### config.mk
export PLATFORM = sky130hd
export DESIGN_NAME = bf_program_controller
export DESIGN_NICKNAME = d
export VERILOG_FILES = /design/src/rtl/bf_pkg.sv /design/src/rtl/bf_halt_detect.sv /design/src/rtl/bf_program_controller.sv
export SDC_FILE = /design/constraint.sdc
export NUM_CORES = 1
export LEC_CHECK = 0
export CORE_ASPECT_RATIO = 0.75
export CORE_MARGIN = 1
export CORE_UTILIZATION = 45
export CTS_CLUSTER_DIAMETER = 120
export DETAILED_ROUTE_END_ITERATION = 7
export PLACE_DENSITY = 0.87
export SETUP_SLACK_MARGIN = 0.1
export SLEW_MARGIN = 0
export SYNTH_ARGS = -nofsm -noshare
export SYNTH_HDL_FRONTEND = slang
export SYNTH_SLANG_ARGS = --single-unit
export TNS_END_PERCENT = 1
### constraint.sdc
create_clock -name clk -period 6 [get_ports clk]
set_clock_uncertainty 0.1 [all_clocks]
set_input_delay 1.2 -clock clk [delete_from_list [all_inputs] [get_ports clk]]
set_output_delay 1.2 -clock clk [all_outputs]
set_load 0.05 [all_outputs]
### src/rtl/bf_pkg.sv
// Shared definitions for the brainfuck core and its program controller.
package bf_pkg;

  // Controller sequencing states.
  typedef enum logic [2:0] {
    ST_IDLE  = 3'd0,
    ST_LOAD  = 3'd1,
    ST_TERM  = 3'd2,
    ST_CLEAR = 3'd3,
    ST_RUN   = 3'd4,
    ST_DONE  = 3'd5
  } state_e;

  // Opcode bytes understood by the core; a null byte ends the program.
  localparam logic [7:0] OP_INC   = 8'h2B;  // +
  localparam logic [7:0] OP_DEC   = 8'h2D;  // -
  localparam logic [7:0] OP_LEFT  = 8'h3C;  // <
  localparam logic [7:0] OP_RIGHT = 8'h3E;  // >
  localparam logic [7:0] OP_JZ    = 8'h5B;  // [
  localparam logic [7:0] OP_JNZ   = 8'h5D;  // ]
  localparam logic [7:0] OP_OUT   = 8'h2E;  // .
  localparam logic [7:0] OP_IN    = 8'h2C;  // ,
  localparam logic [7:0] OP_NULL  = 8'h00;

  // Consecutive stable cycles on a null byte before the program counts as finished.
  localparam int unsigned HALT_STABLE_CYCLES = 4;
  localparam int unsigned HCNT_W             = 3;

endpackage

### src/rtl/bf_halt_detect.sv
// Detects a core parked on the null terminator: same code address, null byte, several cycles in a row.
module bf_halt_detect
  import bf_pkg::*;
#(
  parameter int unsigned ADDR_CODE = 9
) (
  input  logic                 clk,
  input  logic                 reset,
  input  logic                 en,
  input  logic [ADDR_CODE-1:0] addr,
  input  logic [7:0]           rdata,
  output logic                 halt_c
);

  logic [ADDR_CODE-1:0] prev_addr_q, prev_addr_d;
  logic [HCNT_W-1:0]    hcnt_q, hcnt_d;
  logic                 stable_null;

  // Count stable null cycles; the pulse fires on the cycle the count reaches the threshold.
  always_comb begin
    stable_null = (rdata == OP_NULL) && (addr == prev_addr_q);
    prev_addr_d = addr;
    hcnt_d      = '0;
    halt_c      = 1'b0;
    if (en && stable_null) begin
      hcnt_d = hcnt_q + HCNT_W'(1);
      halt_c = (hcnt_d == HCNT_W'(HALT_STABLE_CYCLES));
    end
  end

  // Previous-address and counter registers.
  always_ff @(posedge clk) begin
    if (reset) begin
      prev_addr_q <= '0;
      hcnt_q      <= '0;
    end else begin
      prev_addr_q <= prev_addr_d;
      hcnt_q      <= hcnt_d;
    end
  end

endmodule

### src/rtl/bf_program_controller.sv
// Loads a program into code RAM, clears array RAM, runs the core and detects its termination.
module bf_program_controller
  import bf_pkg::*;
#(
  parameter int unsigned ADDR_CODE  = 9,
  parameter int unsigned ADDR_ARRAY = 9
) (
  input  logic                  clk,
  input  logic                  reset,
  input  logic                  load_start,
  input  logic                  load_valid,
  input  logic [7:0]            load_byte,
  input  logic                  load_last,
  output logic                  load_ready,
  input  logic                  run_start,
  input  logic                  abort,
  output logic [ADDR_CODE-1:0]  code_addr,
  output logic [7:0]            code_wdata,
  output logic                  code_we,
  input  logic [7:0]            code_rdata,
  input  logic [ADDR_CODE-1:0]  core_addr_code,
  output logic [7:0]            core_data_code,
  input  logic [ADDR_ARRAY-1:0] core_addr_array,
  input  logic [7:0]            core_dataOut_array,
  input  logic                  core_writeRq_array,
  output logic [ADDR_ARRAY-1:0] array_addr,
  output logic [7:0]            array_wdata,
  output logic                  array_we,
  output logic                  core_reset_n,
  output logic                  busy,
  output logic                  done,
  output logic                  load_overflow
);

  state_e                state_q, state_d;
  logic [ADDR_CODE-1:0]  wptr_q, wptr_d;
  logic [ADDR_ARRAY-1:0] cptr_q, cptr_d;
  logic                  ovf_q, ovf_d;
  logic                  code_full_c;
  logic                  run_c;
  logic                  halt_c;

  // The last code slot is reserved so the terminator always fits.
  assign code_full_c = (wptr_q == {ADDR_CODE{1'b1}});
  assign run_c       = (state_q == ST_RUN);

  bf_halt_detect #(
    .ADDR_CODE (ADDR_CODE)
  ) u_halt_detect (
    .clk    (clk),
    .reset  (reset),
    .en     (run_c),
    .addr   (core_addr_code),
    .rdata  (code_rdata),
    .halt_c (halt_c)
  );

  // State, pointer and sticky-flag registers.
  always_ff @(posedge clk) begin
    if (reset) begin
      state_q <= ST_IDLE;
      wptr_q  <= '0;
      cptr_q  <= '0;
      ovf_q   <= 1'b0;
    end else begin
      state_q <= state_d;
      wptr_q  <= wptr_d;
      cptr_q  <= cptr_d;
      ovf_q   <= ovf_d;
    end
  end

  // Next state plus pointer/overflow updates; abort overrides everything.
  always_comb begin
    state_d = state_q;
    wptr_d  = wptr_q;
    cptr_d  = cptr_q;
    ovf_d   = ovf_q;
    case (state_q)
      ST_IDLE, ST_DONE: begin
        if (load_start) begin
          state_d = ST_LOAD;
          wptr_d  = '0;
          ovf_d   = 1'b0;
        end else if (run_start) begin
          state_d = ST_CLEAR;
          cptr_d  = '0;
        end
      end
      ST_LOAD: begin
        if (load_valid) begin
          if (!code_full_c) wptr_d = wptr_q + ADDR_CODE'(1);
          else              ovf_d  = 1'b1;
          if (load_last)    state_d = ST_TERM;
        end
      end
      ST_TERM:  state_d = ST_IDLE;
      ST_CLEAR: begin
        cptr_d = cptr_q + ADDR_ARRAY'(1);
        if (cptr_q == {ADDR_ARRAY{1'b1}}) state_d = ST_RUN;
      end
      ST_RUN: begin
        if (halt_c) state_d = ST_DONE;
      end
      default: state_d = ST_IDLE;
    endcase
    if (abort) begin
      state_d = ST_IDLE;
      wptr_d  = wptr_q;
      cptr_d  = cptr_q;
      ovf_d   = ovf_q;
    end
  end

  // RAM port muxes, write enables and status, decoded from the current state.
  always_comb begin
    load_ready     = 1'b0;
    code_addr      = '0;
    code_wdata     = '0;
    code_we        = 1'b0;
    core_data_code = '0;
    array_addr     = '0;
    array_wdata    = '0;
    array_we       = 1'b0;
    core_reset_n   = 1'b0;
    busy           = (state_q != ST_IDLE) && (state_q != ST_DONE);
    done           = (state_q == ST_DONE);
    load_overflow  = ovf_q;
    case (state_q)
      ST_LOAD: begin
        load_ready = !code_full_c;
        code_addr  = wptr_q;
        code_wdata = load_byte;
        code_we    = load_valid && !code_full_c && !abort;
      end
      ST_TERM: begin
        code_addr  = wptr_q;
        code_wdata = OP_NULL;
        code_we    = !abort;
      end
      ST_CLEAR: begin
        array_addr = cptr_q;
        array_we   = !abort;
      end
      ST_RUN: begin
        core_reset_n   = 1'b1;
        code_addr      = core_addr_code;
        core_data_code = code_rdata;
        array_addr     = core_addr_array;
        array_wdata    = core_dataOut_array;
        array_we       = core_writeRq_array && !abort;
      end
      default: ;
    endcase
  end

endmodule

; Yosys cells after proc, flatten, opt, wreduce, memory -nomap -nowiden
; Cells that the tools add are included.
[word_totals]
regBits = 34
input_bits = 50
output_inout_bits = 49
word_cells = 80
[classes]
add_sub_neg = 3
eq_ne = 20
n_mux = 28
bitwise = 2
reduce_logical = 21
[ops]
columns = operator, count
row1 = $pmux 9 s2, 4
row2 = $mux 9, 5
row3 = $mux 8, 3
row4 = $add 9x1->9 const B, 2
row5 = $eq 9x9->1 const B, 2
row6 = $mux 3, 6
row7 = $ne 2x2->1 const B, 9
row8 = $reduce_and 5->1, 3
row9 = $pmux 3 s4, 1
row10 = $eq 3x3->1 const B, 3
row11 = $eq 9x9->1, 1
row12 = $logic_not 8->1, 1
row13 = $reduce_or 2->1, 4
row14 = $eq 3x2->1 const B, 2
row15 = $logic_and 1x1->1, 6
row16 = $mux 1, 6
row17 = $ne 3x3->1 const B, 2
row18 = $pmux 1 s2, 3
row19 = $reduce_and 4->1, 1
row20 = $reduce_bool 2->1, 2
row21 = $add 3x1->3 const B, 1
row22 = $eq 3x1->1 const B, 1
row23 = $logic_not 3->1, 1
row24 = $reduce_bool 3->1, 1
row25 = other kinds (2), 4

; Longest topological paths before layout
[depth]
depth_word = 6
mapped_depth = 10

; Hierarchy
; A second synthesis with hierarchy kept.
[unflattened]
cells_unflattened = 281
area_unflattened_um2 = 2212.1
[by_module_without_submodules]
columns = mod, instances, cells_per_inst, area_each_um2
row1 = bf_program_controller, 1, 232, 1701.6
row2 = bf_halt_detect, 1, 49, 510.5

; Worst setup path before layout
; OpenSTA, ideal clock, no wires.
[synth_path]
path_type = in2out
from = in abort
to = out code_we
arrival_ns = 2.486
t_required_ns = 4.700
slack_ns = 2.214
stages = 2
n_path_buf = 1
path_cell_list = clkbuf_1 > nor3_1
[synth_between]
elab_chain_cells = 3
[synth_rtl]
columns = item, line_no
row1 = "start, declared", bf_program_controller.sv:16  ; input logic abort,
row2 = $logic_not 1->1 (*), "bf_program_controller.sv:134, bf_program_controller.sv:139"
row3 = $logic_and 1x1->1, bf_program_controller.sv:134  ; code_we = load_valid && !code_full_c && !abort;
row4 = $pmux 1 s2 (*), bf_program_controller.sv:129  ; case (state_q)
row5 = "end, declared", bf_program_controller.sv:19  ; output logic code_we,
; Mark *: on every way between the ends. The rest lies on a longest branch, timed or not.

; Final worst setup path
; Same ends and word-level chain as after synthesis.

==> flow_summary.html <==
<table>
<tr><th>Metric</th><th>Value</th></tr>
<tr><th colspan="2">Status</th></tr>
<tr><td>Status</td><td>finished, final reports clean</td></tr>
<tr><th colspan="2">Power</th></tr>
<tr><td>IR drop worst, VDD</td><td>0.0000928 V</td></tr>
<tr><td>Switching fraction of total power</td><td>0.274</td></tr>
<tr><td>Relative contribution of sequential cells to total power</td><td>0.458</td></tr>
<tr><td>Part of the total power dissipated in combinational logic</td><td>0.207</td></tr>
<tr><td>Pwr Density</td><td>163 mW/mm^2</td></tr>
<tr><td>Leakage</td><td>1.15 nW</td></tr>
<tr><td>Net switching component of the power</td><td>0.143 mW</td></tr>
<tr><td>Part of the total power dissipated in the clock network</td><td>0.335</td></tr>
<tr><td>Internal Dissipation</td><td>0.378 mW</td></tr>
<tr><th colspan="2">Finish</th></tr>
<tr><td>Final Cell Area</td><td>0.00319 mm^2</td></tr>
<tr><td>Most common cell after layout, fill and taps aside</td><td>sky130_fd_sc_hd__clkdlybuf4s50_1</td></tr>
<tr><td>Count of inserted antenna diode cells</td><td>0</td></tr>
<tr><td>P&amp;R area growth vs syn</td><td>51.7%</td></tr>
<tr><td>Net count, final</td><td>407</td></tr>
<tr><td>Commonest cells after routing, fill and taps aside</td><td>sky130_fd_sc_hd__clkdlybuf4s50_1 (98), sky130_fd_sc_hd__dfxtp_1 (34), sky130_fd_sc_hd__and2_1 (28)</td></tr>
<tr><td>Layout cell share with drive strength beyond 1</td><td>0.0511</td></tr>
<tr><th colspan="2">Min path</th></tr>
<tr><td>Cell depth of the worst min-delay path</td><td>1</td></tr>
<tr><td>Hold Path Class</td><td>reg -&gt; reg</td></tr>
<tr><td>Worst hold endpoint</td><td>u_halt_detect.hcnt_q[0]</td></tr>
<tr><td>Startpoint of the lowest-slack hold path</td><td>u_halt_detect.hcnt_q[0]</td></tr>
<tr><th colspan="2">Yosys</th></tr>
<tr><td>Main combinational cell family by area after synthesis</td><td>simple AND/OR/NAND/NOR gates</td></tr>
<tr><td>Share of the yosys chip area belonging to registers</td><td>0.324</td></tr>
<tr><td>Adder and majority cell fraction of the synthesized area</td><td>0.0405</td></tr>
<tr><td>Complex-gate fraction of the synthesized area</td><td>0.165</td></tr>
<tr><td>Primary flip-flop cell chosen by synthesis mapping</td><td>sky130_fd_sc_hd__dfxtp_1</td></tr>
<tr><td>Synth Area in XOR/XNOR</td><td>0.0750</td></tr>
<tr><td>YS warnings</td><td>0</td></tr>
<tr><td>Mapped Cells</td><td>260</td></tr>
<tr><td>Mux contribution to synthesized area</td><td>0.0196</td></tr>
<tr><td>Fraction of the mapped netlist area in simple logic gates</td><td>0.336</td></tr>
<tr><td>Cell area after technology mapping</td><td>0.00210 mm^2</td></tr>
<tr><td>FF+latch count, synth</td><td>34</td></tr>
<tr><td>Share of the synthesized area in the top cell type</td><td>0.324</td></tr>
<tr><td>Synth area leader</td><td>sky130_fd_sc_hd__dfxtp_1</td></tr>
<tr><td>Post-synth EDFFs</td><td>0</td></tr>
<tr><td>Number of distinct library cell variants in the gate-level netlist after synthesis</td><td>44</td></tr>
<tr><td>Synthesized netlist net count</td><td>316</td></tr>
<tr><td>Cell types with the largest area share after synthesis</td><td>sky130_fd_sc_hd__dfxtp_1 (32%), sky130_fd_sc_hd__and2_1 (8.3%), sky130_fd_sc_hd__a22o_1 (7.5%)</td></tr>
<tr><td>Proportion of register bits with asynchronous set or reset after synthesis</td><td>0</td></tr>
<tr><td>Syn Area/Cell</td><td>8.09 um^2</td></tr>
<tr><th colspan="2">Place</th></tr>
<tr><td>Port Buffers</td><td>98</td></tr>
<tr><td>Post-detail-place hpwl</td><td>4.24 mm</td></tr>
<tr><td>Placed Area</td><td>0.00310 mm^2</td></tr>
<tr><td>Final weighted congestion in routability-driven placement</td><td>0.854</td></tr>
<tr><td>Worst slack after detailed placement</td><td>1.69 ns</td></tr>
<tr><th colspan="2">STA</th></tr>
<tr><td>Number of hold-slack violations in the final timing report</td><td>0</td></tr>
<tr><td>RSZ-0062 raised after global routing</td><td>no</td></tr>
<tr><td>Post-layout minimum cycle time</td><td>4.35 ns</td></tr>
<tr><td>Final count of negative-setup-slack endpoints</td><td>0</td></tr>
<tr><td>Slack of the critical path</td><td>1.65 ns</td></tr>
<tr><td>Sum Neg Setup Slack</td><td>0 ns</td></tr>
<tr><td>Post-route clock period utilization</td><td>0.725</td></tr>
<tr><td>Max-slew violation total from the final report</td><td>0</td></tr>
<tr><td>Max-slew headroom</td><td>0.377</td></tr>
<tr><td>Worst-Margin Slew</td><td>0.933 ns</td></tr>
<tr><td>Fmax</td><td>230 MHz</td></tr>
<tr><th colspan="2">Global routing</th></tr>
<tr><td>Largest net degree at the start of global routing</td><td>28</td></tr>
<tr><td>Met2 usage in global routing</td><td>0.399</td></tr>
<tr><td>Vias in the first global route</td><td>2033</td></tr>
<tr><td>Total GRT Usage</td><td>0.241</td></tr>
<tr><td>Remaining global-route overflow</td><td>0</td></tr>
<tr><td>Antenna violations before repair</td><td>0</td></tr>
<tr><td>Global Route met3 Usage</td><td>0.0607</td></tr>
<tr><td>Most crowded layer after global routing</td><td>met2</td></tr>
<tr><td>GRT met1 Usage</td><td>0.305</td></tr>
<tr><td>First-pass GRT wire length</td><td>9.09 mm</td></tr>
<tr><th colspan="2">Critical path</th></tr>
<tr><td>Startpoint types</td><td>input port</td></tr>
<tr><td>Critical path endpoint category</td><td>output port</td></tr>
<tr><td>Worst EP arrival</td><td>3.05 ns</td></tr>
<tr><td>Number of cells traversed by the worst register-to-register path</td><td>5</td></tr>
<tr><td>Crit-path max FO</td><td>15</td></tr>
<tr><td>Critical R2R Capture</td><td>wptr_q[0]</td></tr>
<tr><td>Reg-to-reg slack, setup</td><td>3.58 ns</td></tr>
<tr><td>Worst EP required</td><td>4.70 ns</td></tr>
<tr><td>R2R Path Start</td><td>state_q[0]</td></tr>
<tr><td>Critical Setup Path Class</td><td>in -&gt; out</td></tr>
<tr><th colspan="2">Clock network</th></tr>
<tr><td>Clock transition at path regs</td><td>0.07 ns</td></tr>
<tr><td>Total CTS buffers</td><td>5</td></tr>
<tr><td>Buffer type at the clock tree root</td><td>sky130_fd_sc_hd__clkbuf_8</td></tr>
<tr><td>CTS H-tree lvls</td><td>2</td></tr>
<tr><td>CTS Hold Bufs</td><td>0</td></tr>
<tr><td>Insertion delay to the later sink of the worst-skew pair</td><td>0.28 ns</td></tr>
<tr><td>Maximum root-to-sink buffer count</td><td>2</td></tr>
<tr><td>Setup Fix Bufs, Post-CTS</td><td>0</td></tr>
<tr><td>Post-CTS sizing</td><td>0</td></tr>
<tr><td>Clock tree from TritonCTS</td><td>done</td></tr>
<tr><td>Clk sinks</td><td>34</td></tr>
<tr><th colspan="2">Die</th></tr>
<tr><td>Core Rows</td><td>21</td></tr>
<tr><td>Vertical die dimension</td><td>61.2 um</td></tr>
<tr><td>Total I/O pin count</td><td>99</td></tr>
<tr><td>Starting Density</td><td>0.471</td></tr>
<tr><td>Placeable core area</td><td>0.00447 mm^2</td></tr>
<tr><td>Total Die Area</td><td>0.00495 mm^2</td></tr>
<tr><td>Horizontal die dimension</td><td>80.9 um</td></tr>
<tr><th colspan="2">Job</th></tr>
<tr><td>Maxcap violations</td><td>0</td></tr>
<tr><th colspan="2">Routing</th></tr>
<tr><td>Detailed-routing iteration count for the pre-antenna-repair pass</td><td>4</td></tr>
<tr><td>First-iteration detailed-routing DRC count</td><td>130</td></tr>
<tr><td>Post-Route WL</td><td>5.70 mm</td></tr>
<tr><td>DRC violations left</td><td>0</td></tr>
<tr><td>Via-to-Cell Ratio</td><td>5.37</td></tr>
<tr><td>Post-route antenna net violation count</td><td>0</td></tr>
<tr><td>Via count</td><td>2195</td></tr>
<tr><td>Average detailed-routed wire length per instance</td><td>13.9 um</td></tr>
</table>
[metrics by stage]
step / total power, mW / std cells / util / hold slack [ns]
finish: 0.520 / 409 / 0.714 / 0.361
global route: 0.542 / 409 / 0.714 / 0.382
CTS: 0.524 / 409 / 0.714 / 0.366
detailed placement: 0.350 / 401 / 0.694 / 0.356
global placement: 0.347 / 401 / 0.694 / 0.337
floorplan: 0.297 / 260 / - / 0.321
[worst max-delay path: stages]
cell	delay [ns]
sky130_fd_sc_hd__clkdlybuf4s50_1	0.68
sky130_fd_sc_hd__nor3_1	0.31
sky130_fd_sc_hd__clkdlybuf4s50_1	0.85
[routing by layer]
layer / wire length, um / part of all wire / vias to the layer above
li1: - / - / 1092
met1: 2540 / 0.45 / 1010
met2: 2610 / 0.46 / 84
met3: 477 / 0.084 / 9
met4: 70 / 0.012 / 0
met5: 0 / 0 / -
[sequential cells by signal, indices dropped and copies added, names as in the netlist]
name                       count
load_overflow                  1
u_halt_detect.hcnt_q           3
wptr_q                         9
u_halt_detect.prev_addr_q      9
state_q                        3
cptr_q                         9
[layout make-up]
class / instances / area (um^2)
sequential: 34 / 681
clock inverter: 1 / 5.00
clock buffer: 7 / 86.3
multi-input combinational: 208 / 1340
inverter: 2 / 7.51
tap: 57 / 71.3
timing repair buffer: 100 / 996
fill: 368 / 1280
[worst max path at each step]
stage          startpoint  slack (ns)  cells after the start       end
2_1_floorplan       abort        2.21                      2   code_we
3_3_place_gp        abort        1.73                      3   code_we
3_5_place_dp        abort        1.69                      3   code_we
4_1_cts             abort        1.69                      3   code_we
5_1_grt        state_q[2]        1.55                      5  array_we
6_report            abort        1.65                      3   code_we
[power by group through the flow]
stage               Combinational, mW  Sequential (mW)  Clock (mW)
floorplan                      0.0554            0.241           0
detailed placement              0.107            0.243           0
global placement                0.105            0.243           0
finish                          0.108            0.238       0.174
global route                    0.115            0.239       0.188
CTS                             0.108            0.238       0.178
[Yosys cell counts (all sizes together), types with 3 or more instances]
| cell type | count |
|---|---|
| clkbuf | 8 |
| nand4 | 4 |
| nor2 | 27 |
| and3 | 3 |
| nand2 | 19 |
| a22o | 18 |
| buf | 8 |
| nor2b | 14 |
| nor4 | 6 |
| xnor2 | 18 |
| nor3 | 9 |
| o21ai | 5 |
| a21oi | 15 |
| nor3b | 3 |
| ha | 6 |
| a31oi | 4 |
| dfxtp | 34 |
| mux2i | 3 |
| and2 | 28 |
| nand3 | 7 |
[kinds of logic after synthesis]
family                   count (synthesis)
buffers and inverters                   18
XOR/XNOR                                18
flip-flops                              34
adder cells (fa/ha/maj)                  7
AND/OR/NAND/NOR                        131
multiplexers                             4
AO/OA/AOI/OAI                           48
Note: power is estimated with default switching activity, not from simulation.
